--- src/rtl/instruction_fetch_pkg.sv ---
// Shared types and constants for the cpu_controller fetch path.
package cpu_pkg;

  localparam int PC_W_DEF    = 3;
  localparam int INSTR_W_DEF = 8;

  localparam logic [INSTR_W_DEF-1:0] HALT_OP = 8'hFF;
  localparam logic [INSTR_W_DEF-1:0] NOP_OP  = 8'h00;

  typedef enum logic [2:0] {
    S_IDLE,
    S_FETCH,
    S_VALID,
    S_ADVANCE,
    S_HALT
  } fetch_state_t;

  // Opcode decode kept here so fetch and any future decoder agree on HALT.
  function automatic logic is_halt(input logic [INSTR_W_DEF-1:0] op);
    return op == HALT_OP;
  endfunction

endpackage

--- src/rtl/instruction_fetch_if.sv ---
// Fetch -> decoder handshake: instruction word with valid/ready flow control.
interface instruction_fetch_if #(
  parameter int INSTR_W = cpu_pkg::INSTR_W_DEF
);

  logic [INSTR_W-1:0] instr;
  logic               instr_valid;
  logic               instr_ready;

  modport master (output instr, output instr_valid, input  instr_ready);
  modport slave  (input  instr, input  instr_valid, output instr_ready);

endinterface

--- src/rtl/instruction_fetch_mem.sv ---
// Small instruction store: one synchronous write port, one asynchronous read
// port, whole array cleared to NOP on reset.
module instr_mem
  import cpu_pkg::*;
#(
  parameter int PC_W    = PC_W_DEF,
  parameter int INSTR_W = INSTR_W_DEF
) (
  input  logic               clk,
  input  logic               rst,
  input  logic               we_i,
  input  logic [PC_W-1:0]    waddr_i,
  input  logic [INSTR_W-1:0] wdata_i,
  input  logic [PC_W-1:0]    raddr_i,
  output logic [INSTR_W-1:0] rdata_o
);

  localparam int DEPTH = 1 << PC_W;

  logic [INSTR_W-1:0] mem_q [DEPTH];

  // Write port with synchronous clear of every entry.
  // NOTE: this array is reset because software relies on an empty program
  // reading as NOPs; that forces flops rather than a RAM macro, which is
  // acceptable only because the store is tiny.
  always_ff @(posedge clk) begin
    if (rst) begin
      for (int i = 0; i < DEPTH; i++) begin
        mem_q[i] <= INSTR_W'(NOP_OP);
      end
    end else if (we_i) begin
      mem_q[waddr_i] <= wdata_i;
    end
  end

  assign rdata_o = mem_q[raddr_i];

endmodule

--- src/rtl/instruction_fetch.sv ---
// Fetch stage: reads mem[pc], offers it to the decoder over valid/ready and
// pulses pc_inc after each accepted non-HALT instruction.
module instruction_fetch
  import cpu_pkg::*;
#(
  parameter int PC_W    = PC_W_DEF,
  parameter int INSTR_W = INSTR_W_DEF
) (
  input  logic                clk,
  input  logic                rst,
  input  logic [PC_W-1:0]     pc,
  output logic                pc_inc,
  input  logic                run,
  input  logic                load_en,
  input  logic [PC_W-1:0]     load_addr,
  input  logic [INSTR_W-1:0]  load_data,
  output logic                halted,
  instruction_fetch_if.master dec_if
);

  fetch_state_t       state_q, state_d;
  logic [INSTR_W-1:0] instr_q, instr_d;
  logic [INSTR_W-1:0] mem_rdata;
  logic               mem_we;

  instr_mem #(
    .PC_W    (PC_W),
    .INSTR_W (INSTR_W)
  ) u_mem (
    .clk     (clk),
    .rst     (rst),
    .we_i    (mem_we),
    .waddr_i (load_addr),
    .wdata_i (load_data),
    .raddr_i (pc),
    .rdata_o (mem_rdata)
  );

  // Next-state, instruction capture, load gating and Moore outputs.
  // NOTE: every signal gets its default before the case so no path can
  // leave one unassigned and infer a latch.
  always_comb begin
    state_d            = state_q;
    instr_d            = instr_q;
    mem_we             = 1'b0;
    pc_inc             = 1'b0;
    halted             = 1'b0;
    dec_if.instr_valid = 1'b0;

    unique case (state_q)
      S_IDLE: begin
        // Loads are only safe while nothing is being fetched.
        mem_we = load_en;
        if (run) state_d = S_FETCH;
      end
      S_FETCH: begin
        instr_d = mem_rdata;
        state_d = S_VALID;
      end
      S_VALID: begin
        dec_if.instr_valid = 1'b1;
        if (dec_if.instr_ready) begin
          state_d = is_halt(INSTR_W_DEF'(instr_q)) ? S_HALT : S_ADVANCE;
        end
      end
      S_ADVANCE: begin
        pc_inc  = 1'b1;
        state_d = run ? S_FETCH : S_IDLE;
      end
      S_HALT: begin
        halted = 1'b1;
        mem_we = load_en;
      end
      default: state_d = S_IDLE;
    endcase
  end

  assign dec_if.instr = instr_q;

  // State and instruction registers.
  // NOTE: sequential state uses non-blocking assignments so every flop
  // samples pre-edge values regardless of statement order.
  always_ff @(posedge clk) begin
    if (rst) begin
      state_q <= S_IDLE;
      instr_q <= '0;
    end else begin
      state_q <= state_d;
      instr_q <= instr_d;
    end
  end

endmodule

--- src/flat_wrapper.sv ---
// flat-port wrapper written by rule: the top's interface ports become plain ports
module instruction_fetch_flat import cpu_pkg::*;
#(
  parameter int PC_W    = PC_W_DEF,
  parameter int INSTR_W = INSTR_W_DEF
)
  (clk, rst, pc, pc_inc, run, load_en, load_addr, load_data, halted, dec_if_instr, dec_if_instr_valid, dec_if_instr_ready);
  instruction_fetch_if #(.INSTR_W(INSTR_W)) dec_if_i ();
  input  logic clk;
  input  logic rst;
  input  logic [PC_W-1:0] pc;
  output logic pc_inc;
  input  logic run;
  input  logic load_en;
  input  logic [PC_W-1:0] load_addr;
  input  logic [INSTR_W-1:0] load_data;
  output logic halted;
  output wire logic [$bits(dec_if_i.instr)-1:0] dec_if_instr;
  output wire logic [$bits(dec_if_i.instr_valid)-1:0] dec_if_instr_valid;
  input wire logic [$bits(dec_if_i.instr_ready)-1:0] dec_if_instr_ready;
  assign dec_if_instr = dec_if_i.instr;
  assign dec_if_instr_valid = dec_if_i.instr_valid;
  assign dec_if_i.instr_ready = dec_if_instr_ready;
  instruction_fetch #(.PC_W(PC_W), .INSTR_W(INSTR_W)) u_core (.clk(clk), .rst(rst), .pc(pc), .pc_inc(pc_inc), .run(run), .load_en(load_en), .load_addr(load_addr), .load_data(load_data), .halted(halted), .dec_if(dec_if_i));
endmodule
--- config.mk ---
export PLATFORM = sky130hd
export DESIGN_NAME = instruction_fetch_flat
export DESIGN_NICKNAME = d
export VERILOG_FILES = /design/src/rtl/instruction_fetch_pkg.sv /design/src/rtl/instruction_fetch_if.sv /design/src/rtl/instruction_fetch_mem.sv /design/src/rtl/instruction_fetch.sv /design/src/flat_wrapper.sv
export SDC_FILE = /design/constraint.sdc
export NUM_CORES = 1
export LEC_CHECK = 0
export CAP_MARGIN = 40
export CORE_MARGIN = 2
export CORE_UTILIZATION = 50
export DETAILED_ROUTE_END_ITERATION = 12
export DONT_BUFFER_PORTS = 1
export HOLD_SLACK_MARGIN = 0.06
export PLACE_DENSITY_LB_ADDON = 0.2
export SKIP_LAST_GASP = 1
export SLEW_MARGIN = 20
export SYNTH_ARGS = -nofsm -noshare
export SYNTH_HDL_FRONTEND = slang
export SYNTH_SLANG_ARGS = --single-unit
--- constraint.sdc ---
create_clock -name clk -period 3.61 [get_ports clk]
set_input_delay 0.5415 -clock clk [delete_from_list [all_inputs] [get_ports clk]]
set_output_delay 0.5415 -clock clk [all_outputs]
set_load 0.1 [all_outputs]
# After elaboration in Yosys (flattened, before gate mapping)
# Memory sizes are Yosys's and may differ from the RTL's. A register that Yosys moved wholly into a read port is not among the register bits.
# Index checks and enable logic that the tools add are counted.
[totals]
mem_count = 1
latch_bits = 0
reg_bits = 3
romBits = 0
ramBits = 64
output_inout_bits = 11
[classes]
div_mod_pow = 0
mux = 17
addsub = 0
order_cmp = 0
eq_ne = 7
multipliers = 0
n_shift = 0
n_reduce_logical = 4
n_bitwise = 1
[mem_list]
columns = ["name", "words", "word_bits", "read_ports", "rd_ports_with_merged_regs", "write_ports", "line", "rtl"]
rows = [
  ["u_core.u_mem.mem_q", 8, 8, 1, 1, 8, "instruction_fetch_mem.sv:20", "logic [INSTR_W-1:0] mem_q [DEPTH];"],
]
[ops]
columns = ["op", "n"]
rows = [
  ["one-hot mux 3 bit (5 select lines)", 1],
  ["2-to-1 mux 3 bit", 4],
  ["2-to-1 mux 1 bit", 11],
  ["== test 8 bit (second input constant)", 1],
  ["2-to-1 mux 8 bit", 1],
  ["OR reduction 8 bit", 1],
  ["== test 3 x 2 -> 1 bit (second input constant)", 2],
  ["inequality test 2 bit (second input constant)", 2],
  ["== test 3 x 1 -> 1 bit (second input constant)", 1],
  ["== test 3 bit (second input constant)", 1],
  ["zero test 3 bit", 1],
  ["AND reduction 3 bit", 1],
  ["OR reduction 2 bit", 1],
  ["NOT 1 bit", 1],
]

# Depth between registers and ports, before layout
# Gate-level depths: netlist (run 1).
[depth]
word_depth = 8
ltp_mapped = 5

# Cells and area by module
# A second synthesis (run 1) with hierarchy kept.
[unflattened]
hier_cells = 241
area_unflattened_um2 = 3468.3
[modules_own_cells]
columns = ["mod", "instances", "cells_each", "area_per_inst_um2"]
rows = [
  ["instr_mem", 1, 193, 2991.6],
  ["instruction_fetch", 1, 48, 476.7],
]

# Worst setup path after synthesis (run 1)
# OpenSTA, ideal clock, no wires.
[synth_path]
path_kind = "flip-flop to flip-flop"
startpoint = "register u_core.state_q[1]"
endpoint = "register u_core.state_q[1]"
slack_ps = 305
arrival_time_ps = 3222
path_stages_with_launch = 5
period_less_slack_ps = 3305
setup_time_ps = 83
required_ps = 3527
cell_sequence = "dfxtp_1 -> buf_2 -> nor3b_1 -> o21ai_0 -> o21ai_0"
[synth_between]
elab_chain_cells = 3
elab_cells_between_ends = 10
classes_between = "eq/ne: 6; mux: 1; bitwise: 1; reduce/logical: 2"
[synth_rtl]
columns = ["item", "line", "rtl"]
rows = [
  ["from (decl)", "instruction_fetch.sv:21", "fetch_state_t state_q, state_d;"],
  ["from (signal assigned)", "instruction_fetch.sv:88", "state_q <= state_d;"],
  ["== test 3 x 2 -> 1 bit (tied with other cells)", "instruction_fetch.sv:50", "unique case (state_q)"],
  ["inequality test 2 bit (no line) or NOT 1 bit (tied branches)", "n/a", ""],
  ["AND reduction 3 bit (no line)", "n/a", ""],
]
# Parallel ways exist; a longest one is shown, timed or not.
# A chain may end at the register's enable or synchronous reset.

==> results of run 1 <==
## worst paths after layout
path                                             start                       end  slack (ns)  cells past startpoint
worst max-delay path                 u_core.state_q[0]  u_core.u_mem.mem_q[7][4]        1.53                      3
worst min-delay path                               rst         u_core.state_q[2]        0.37                      1
worst max register to register       u_core.state_q[0]  u_core.u_mem.mem_q[7][4]        1.53                      3
worst min register to register  u_core.dec_if.instr[6]    u_core.dec_if.instr[6]        0.57                      1
## power groups by stage
stage               clock (uW)  sequential, uW  combinational [uW]
floorplan                    0            1080                 137
global placement             0            1050                 199
detailed placement           0            1030                 237
CTS                        682            1010                 238
global route               719            1010                 251
finish                     679            1010                 237
## per-stage QoR
stage	power [uW]	utilization [%]	std cells	hold WS, ns
after floorplan	1220	-	262	0.474
after global placement	1250	54.1	353	0.556
after detailed placement	1270	55.0	357	0.539
after CTS	1930	58.1	373	0.356
after global routing	1980	58.1	373	0.347
final	1930	58.1	373	0.367
## area by class of cell
type                    count  share of cell area [%]
flip-flops and latches     75                    54.3
inverters                   3                   0.285
well taps                  96                    3.04
repair buffers             11                    3.74
clock inverters             6                    2.03
multi-input cells         172                    33.4
clock buffers              10                    3.23
## worst register-to-register path, delay by kind of cell, from the launching register on
kind	cells	cell delay, ns
DFF	1	0.40
and+or+nand+nor	3	1.38
## registers in the layout, indices dropped and copies added, names as in the netlist
register and flops:
u_core.state_q 3, u_core.dec_if.instr 8, u_core.u_mem.mem_q 64
## kinds of logic after synthesis
family | Yosys count | share of synthesized area [%]
AO/OA/AOI/OAI | 31 | 6.46
buffers and inverters | 15 | 2.20
flip-flops | 75 | 60.7
multiplexers | 33 | 9.40
AND/OR/NAND/NOR | 108 | 21.2
## layout by cell type (no fill, tap or decap), types with 2 or more instances in the layout
master     instances
and2_1            65
edfxtp_1          64
mux2i_1           32
dfxtp_1           11
nand2_1           10
clkbuf_8           9
or2_2              8
a21oi_1            8
a22oi_1            8
a32o_1             8
nor3_4             6
buf_4              5
clkinv_2           4
buf_8              4
inv_1              3
nor2_1             3
o21ai_0            3
nand2b_1           2
nor4_4             2
nor2b_1            2
nand4_1            2
bufinv_16          2
clkbuf_16          2
## layer usage
layer  wire length [um]  up-vias
li1                   -      980
met1               3060      960
met2               3570      100
met3                684       20
met4                263        0
met5                  0        -
==> out/metrics.cfg, run 1 <==
[power_and_ir_drop]
p_int_uw = 1440
ir_worst_vdd_v = 0.000205
power_leakage_uw = 0.00151
power_density_mw_per_mm2 = 488
power_frac_seq_pct = 52.4
switchingPower_uw = 482
clkPwrFrac_pct = 35.2
swShare_pct = 25.0
p_comb_share_pct = 12.3

[worst_setup_path]
critical_path.top_delay_family = simple AND/OR/NAND/NOR gates
slowest_delay_ns = 0.74
required_ns = 3.66
path_max_fanout = 10
worst_ep_arrival_time_ns = 2.12
path_class = reg -> reg
path_buf_inv = 0
slowest_stage = or4b_4
endpoint_kind = register
cp_cell_sequence = or4b_4 -> nor3_4 -> or2_2
critPathLaunchType = register

[cts]
cts_tree = done
post_cts_buffers = 0
clock_latency_ns = 0.35
post_cts_resize_count = 0
htreeDepth = 3
clockRootBuffer = clkbuf_8
hold_buffers = 0
cts_buffers = 9
clock_path_buffers = 2
clk_transition_reported_paths_ns = 0.07
clock-sinks = 75

[die]
core_area_mm2 = 0.00679
std_cell_rows = 30
die_h_um = 88.0
ios = 30
die_x_um = 88.0
start_util_pct = 51.9
die-area_mm2 = 0.00774

[timing]
setup_slack_ns = 1.53
slew_viol_final = 0
period_needed_ns = 2.08
finalCritPeriodShare_pct = 57.5
relSlewSlack_pct = 49.8
fmax_ghz = 0.482
tightest_slew_ns = 0.750
hold_viol = 0
rsz0062_at_grt = false
tns_ns = 0
fin_skew_ns = 0.00811
finalSetupViolCount = 0

[finish]
drive_gt1_share_pct = 17.3
final_area_mm2 = 0.00395
ff_latch_area_mm2 = 0.00214
nNetsFinal = 291
multiInputGateArea_mm2 = 0.00132
area_growth_pct = 11.9
antennaDiodeCount = 0
fill_cells = 527

[yosys]
avgSynthCellArea_um2 = 13.5
synth_area_leader_cell = edfxtp_1
synth.top_cell.area_share_pct = 54.5
syn_inst = 262
ys_types = 33
ys.flop_type = edfxtp_1
async_reset_ff_share_pct = 0
synth.yosys.seq_area_share_pct = 60.7
ys_top_cells_by_area = edfxtp_1, and2_1, mux2i_1, dfxtp_1, nor3_4
synth_warnings = 0
synth.most_common_cell = and2_1
yosys-top-cells-count = and2_1, edfxtp_1, mux2i_1, dfxtp_1, nand2_1
syn_area_mm2 = 0.00353
synth_seq_cells = 75
synth_edf_count = 64
synth_nets = 281

[drt]
avgRoutedWirePerCell_um = 20.3
drt_iter0_drc = 140
drc_errors = 0
vias = 2060
wirelength_um = 7570
dr.pass1.iters = 4
viasPerCell = 5.52
ant_nets = 0

[grt]
use_met2_pct = 33.6
busiest_layer = met2
antenna_found_initial = 0
grt_pass1_vias = 1962
grt_max_degree = 33
met1_usage_pct = 28.0
grt_first_pass_wirelength_um = 11200
met3_usage_pct = 6.41
grt_use_total_pct = 21.6
grt_overflow = 0

[min_path]
worstHoldPathType = in -> reg

[place]
postPlaceCellArea_mm2 = 0.00374
dp.final_hpwl_um = 5400
gp_congestion = 0.752
port_buffers = 0
dp_slack_ns = 1.46

[job]
cap_viol_max_count = 0

[run_status]
status = complete, no violations

Note: power is estimated with default switching activity, not from simulation.
==> inputs of run 2 (changes only) <==
==> constraint.sdc (replaced) <==
create_clock -name clk -period 1.8 [get_ports clk]
set_input_delay 0.27 -clock clk [delete_from_list [all_inputs] [get_ports clk]]
set_output_delay 0.27 -clock clk [all_outputs]
set_load 0.1 [all_outputs]
==> out/metrics.cfg, run 2 (synthesis results as in run 1) <==
[die]
std_cell_rows = 30
ios = 30
start_util_pct = 51.9
die_x_um = 88.0
die_h_um = 88.0
die-area_mm2 = 0.00774
core_area_mm2 = 0.00679

[finish]
antennaDiodeCount = 0
regMostFlops = u_core.u_mem.mem_q
largest_reg_flops = 64
nNetsFinal = 303
area_growth_pct = 13.6
fill_cells = 543
mostFrequentLayoutCell = and2_1
stdcell_count = 385
post-route-util_pct = 59.0
final_cell_mix = and2_1, edfxtp_1, mux2i_1, buf_4, dfxtp_1
drive_gt1_share_pct = 20.4

[worst_setup_path]
path_class = reg -> reg
critPathLaunchType = register
path_max_fanout = 8
worst_ep_arrival_time_ns = 1.78
reg2reg_depth = 3
endpoint_kind = register
regToRegSetupSlack_ns = 0.07
critical_path.startpoint = u_core.state_q[0]
worstReg2RegEnd = u_core.u_mem.mem_q[4][4]
reg2reg_from = u_core.state_q[0]
required_ns = 1.85

[cts]
clk_transition_reported_paths_ns = 0.07
cts_buffers = 9
cts_tree = done
htreeDepth = 3
clock-sinks = 75
clock_latency_ns = 0.34
hold_buffers = 0
post_cts_resize_count = 0
clock_path_buffers = 2
post_cts_buffers = 0
clockRootBuffer = clkbuf_8

[power_and_ir_drop]
power_leakage_uw = 0.00156
ir_worst_vdd_v = 0.000679
power_density_mw_per_mm2 = 962

[place]
gp_congestion = 0.793
port_buffers = 0
dp.cells = 369
dp.final_hpwl_um = 5330

[timing]
tightest_slew_ns = 0.522
finalSetupViolCount = 0
rsz0062_at_grt = false
relSlewSlack_pct = 65.1
fin_skew_ns = 0.00854
period_needed_ns = 1.73
finalCritPeriodShare_pct = 96.2
hold_viol = 0
slew_viol_final = 0
fmax_ghz = 0.578

[drt]
drc_errors = 0
avgRoutedWirePerCell_um = 18.4
viasPerCell = 5.21
drt_iter0_drc = 102
vias = 2006
wirelength_um = 7080
dr.pass1.iters = 4
ant_nets = 0

[grt]
grt_pass1_vias = 1911
grt_max_degree = 33
antenna_found_initial = 0
grt_overflow = 0
grt_first_pass_wirelength_um = 10500
grt_use_total_pct = 19.5

[min_path]
min_from = rst
min_path_cells = 1
whs_endpoint = u_core.state_q[2]
worstHoldPathType = in -> reg

[job]
cap_viol_max_count = 0

[run_status]
status = complete, no violations

-- run 2: cell count changes in the layout (fill, tap and decap cells not counted) --
cell	delta
clkinv_2	-2
or2_4	+8
buf_4	+18
nor3b_4	+1
or2_2	-8
nor3_2	-1
nor3_4	+1
buf_8	-4
clkinv_1	+1
clkbuf_16	-2
nor3b_2	-1
clkinvlp_4	+1
-- run 2: final cells by class --
| type | count | area, um^2 | share of cell area (%) |
|---|---|---|---|
| multi-input combinational | 172 | 1350 | 33.7 |
| inverter | 3 | 11.3 | 0.281 |
| clock inverter | 6 | 81.3 | 2.03 |
| clock buffer | 10 | 128 | 3.19 |
| tap | 96 | 120 | 3.00 |
| timing repair buffer | 23 | 173 | 4.31 |
| sequential | 75 | 2140 | 53.5 |
-- run 2: per-stage QoR --
step / worst slack (ns) / hold WS [ns] / area (um^2) / setup TNS [ns] / power, uW
after floorplan: -0.0758 / 0.437 / 3570 / -3.27 / 2460
after global placement: 0.0971 / 0.454 / 3800 / 0 / 2540
after detailed placement: 0.0795 / 0.456 / 3800 / 0 / 2550
after CTS: 0.0681 / 0.0859 / 4010 / 0 / 3880
after global routing: 0.0179 / 0.0897 / 4010 / 0 / 3980
final: 0.0692 / 0.101 / 4010 / 0 / 3850
-- run 2: where the power goes --
part | internal (uW) | switching, uW
clock | 771 | 574
sequential | 1970 | 32.3
combinational | 157 | 347
total | 2900 | 954
-- run 2: how the worst max path moves through the flow --
| stage | endpoint | slack, ns | cells after the start |
|---|---|---|---|
| global route | u_core.u_mem.mem_q[2][1] | 0.02 | 3 |
| finish | u_core.u_mem.mem_q[4][4] | 0.07 | 3 |
| floorplan | u_core.u_mem.mem_q[2][0] | -0.08 | 5 |
| CTS | halted | 0.07 | 4 |
| detailed placement | u_core.u_mem.mem_q[2][4] | 0.08 | 3 |
| global placement | u_core.u_mem.mem_q[2][3] | 0.1 | 3 |
-- run 2: critical path, cell delays in order (launching register included) --
cell and delay (ns):
dfxtp_1 0.31, or4b_4 0.68, nor3_4 0.24, or2_4 0.20
-- run 2: per-layer routing --
metal	vias to the layer above	part of all wire (%)	GRT usage (%)
met1	944	49	27.4
met3	2	4.8	5.28
li1	1006	-	-
met2	54	46	29.8
met4	0	0.64	6.29
met5	-	0	0
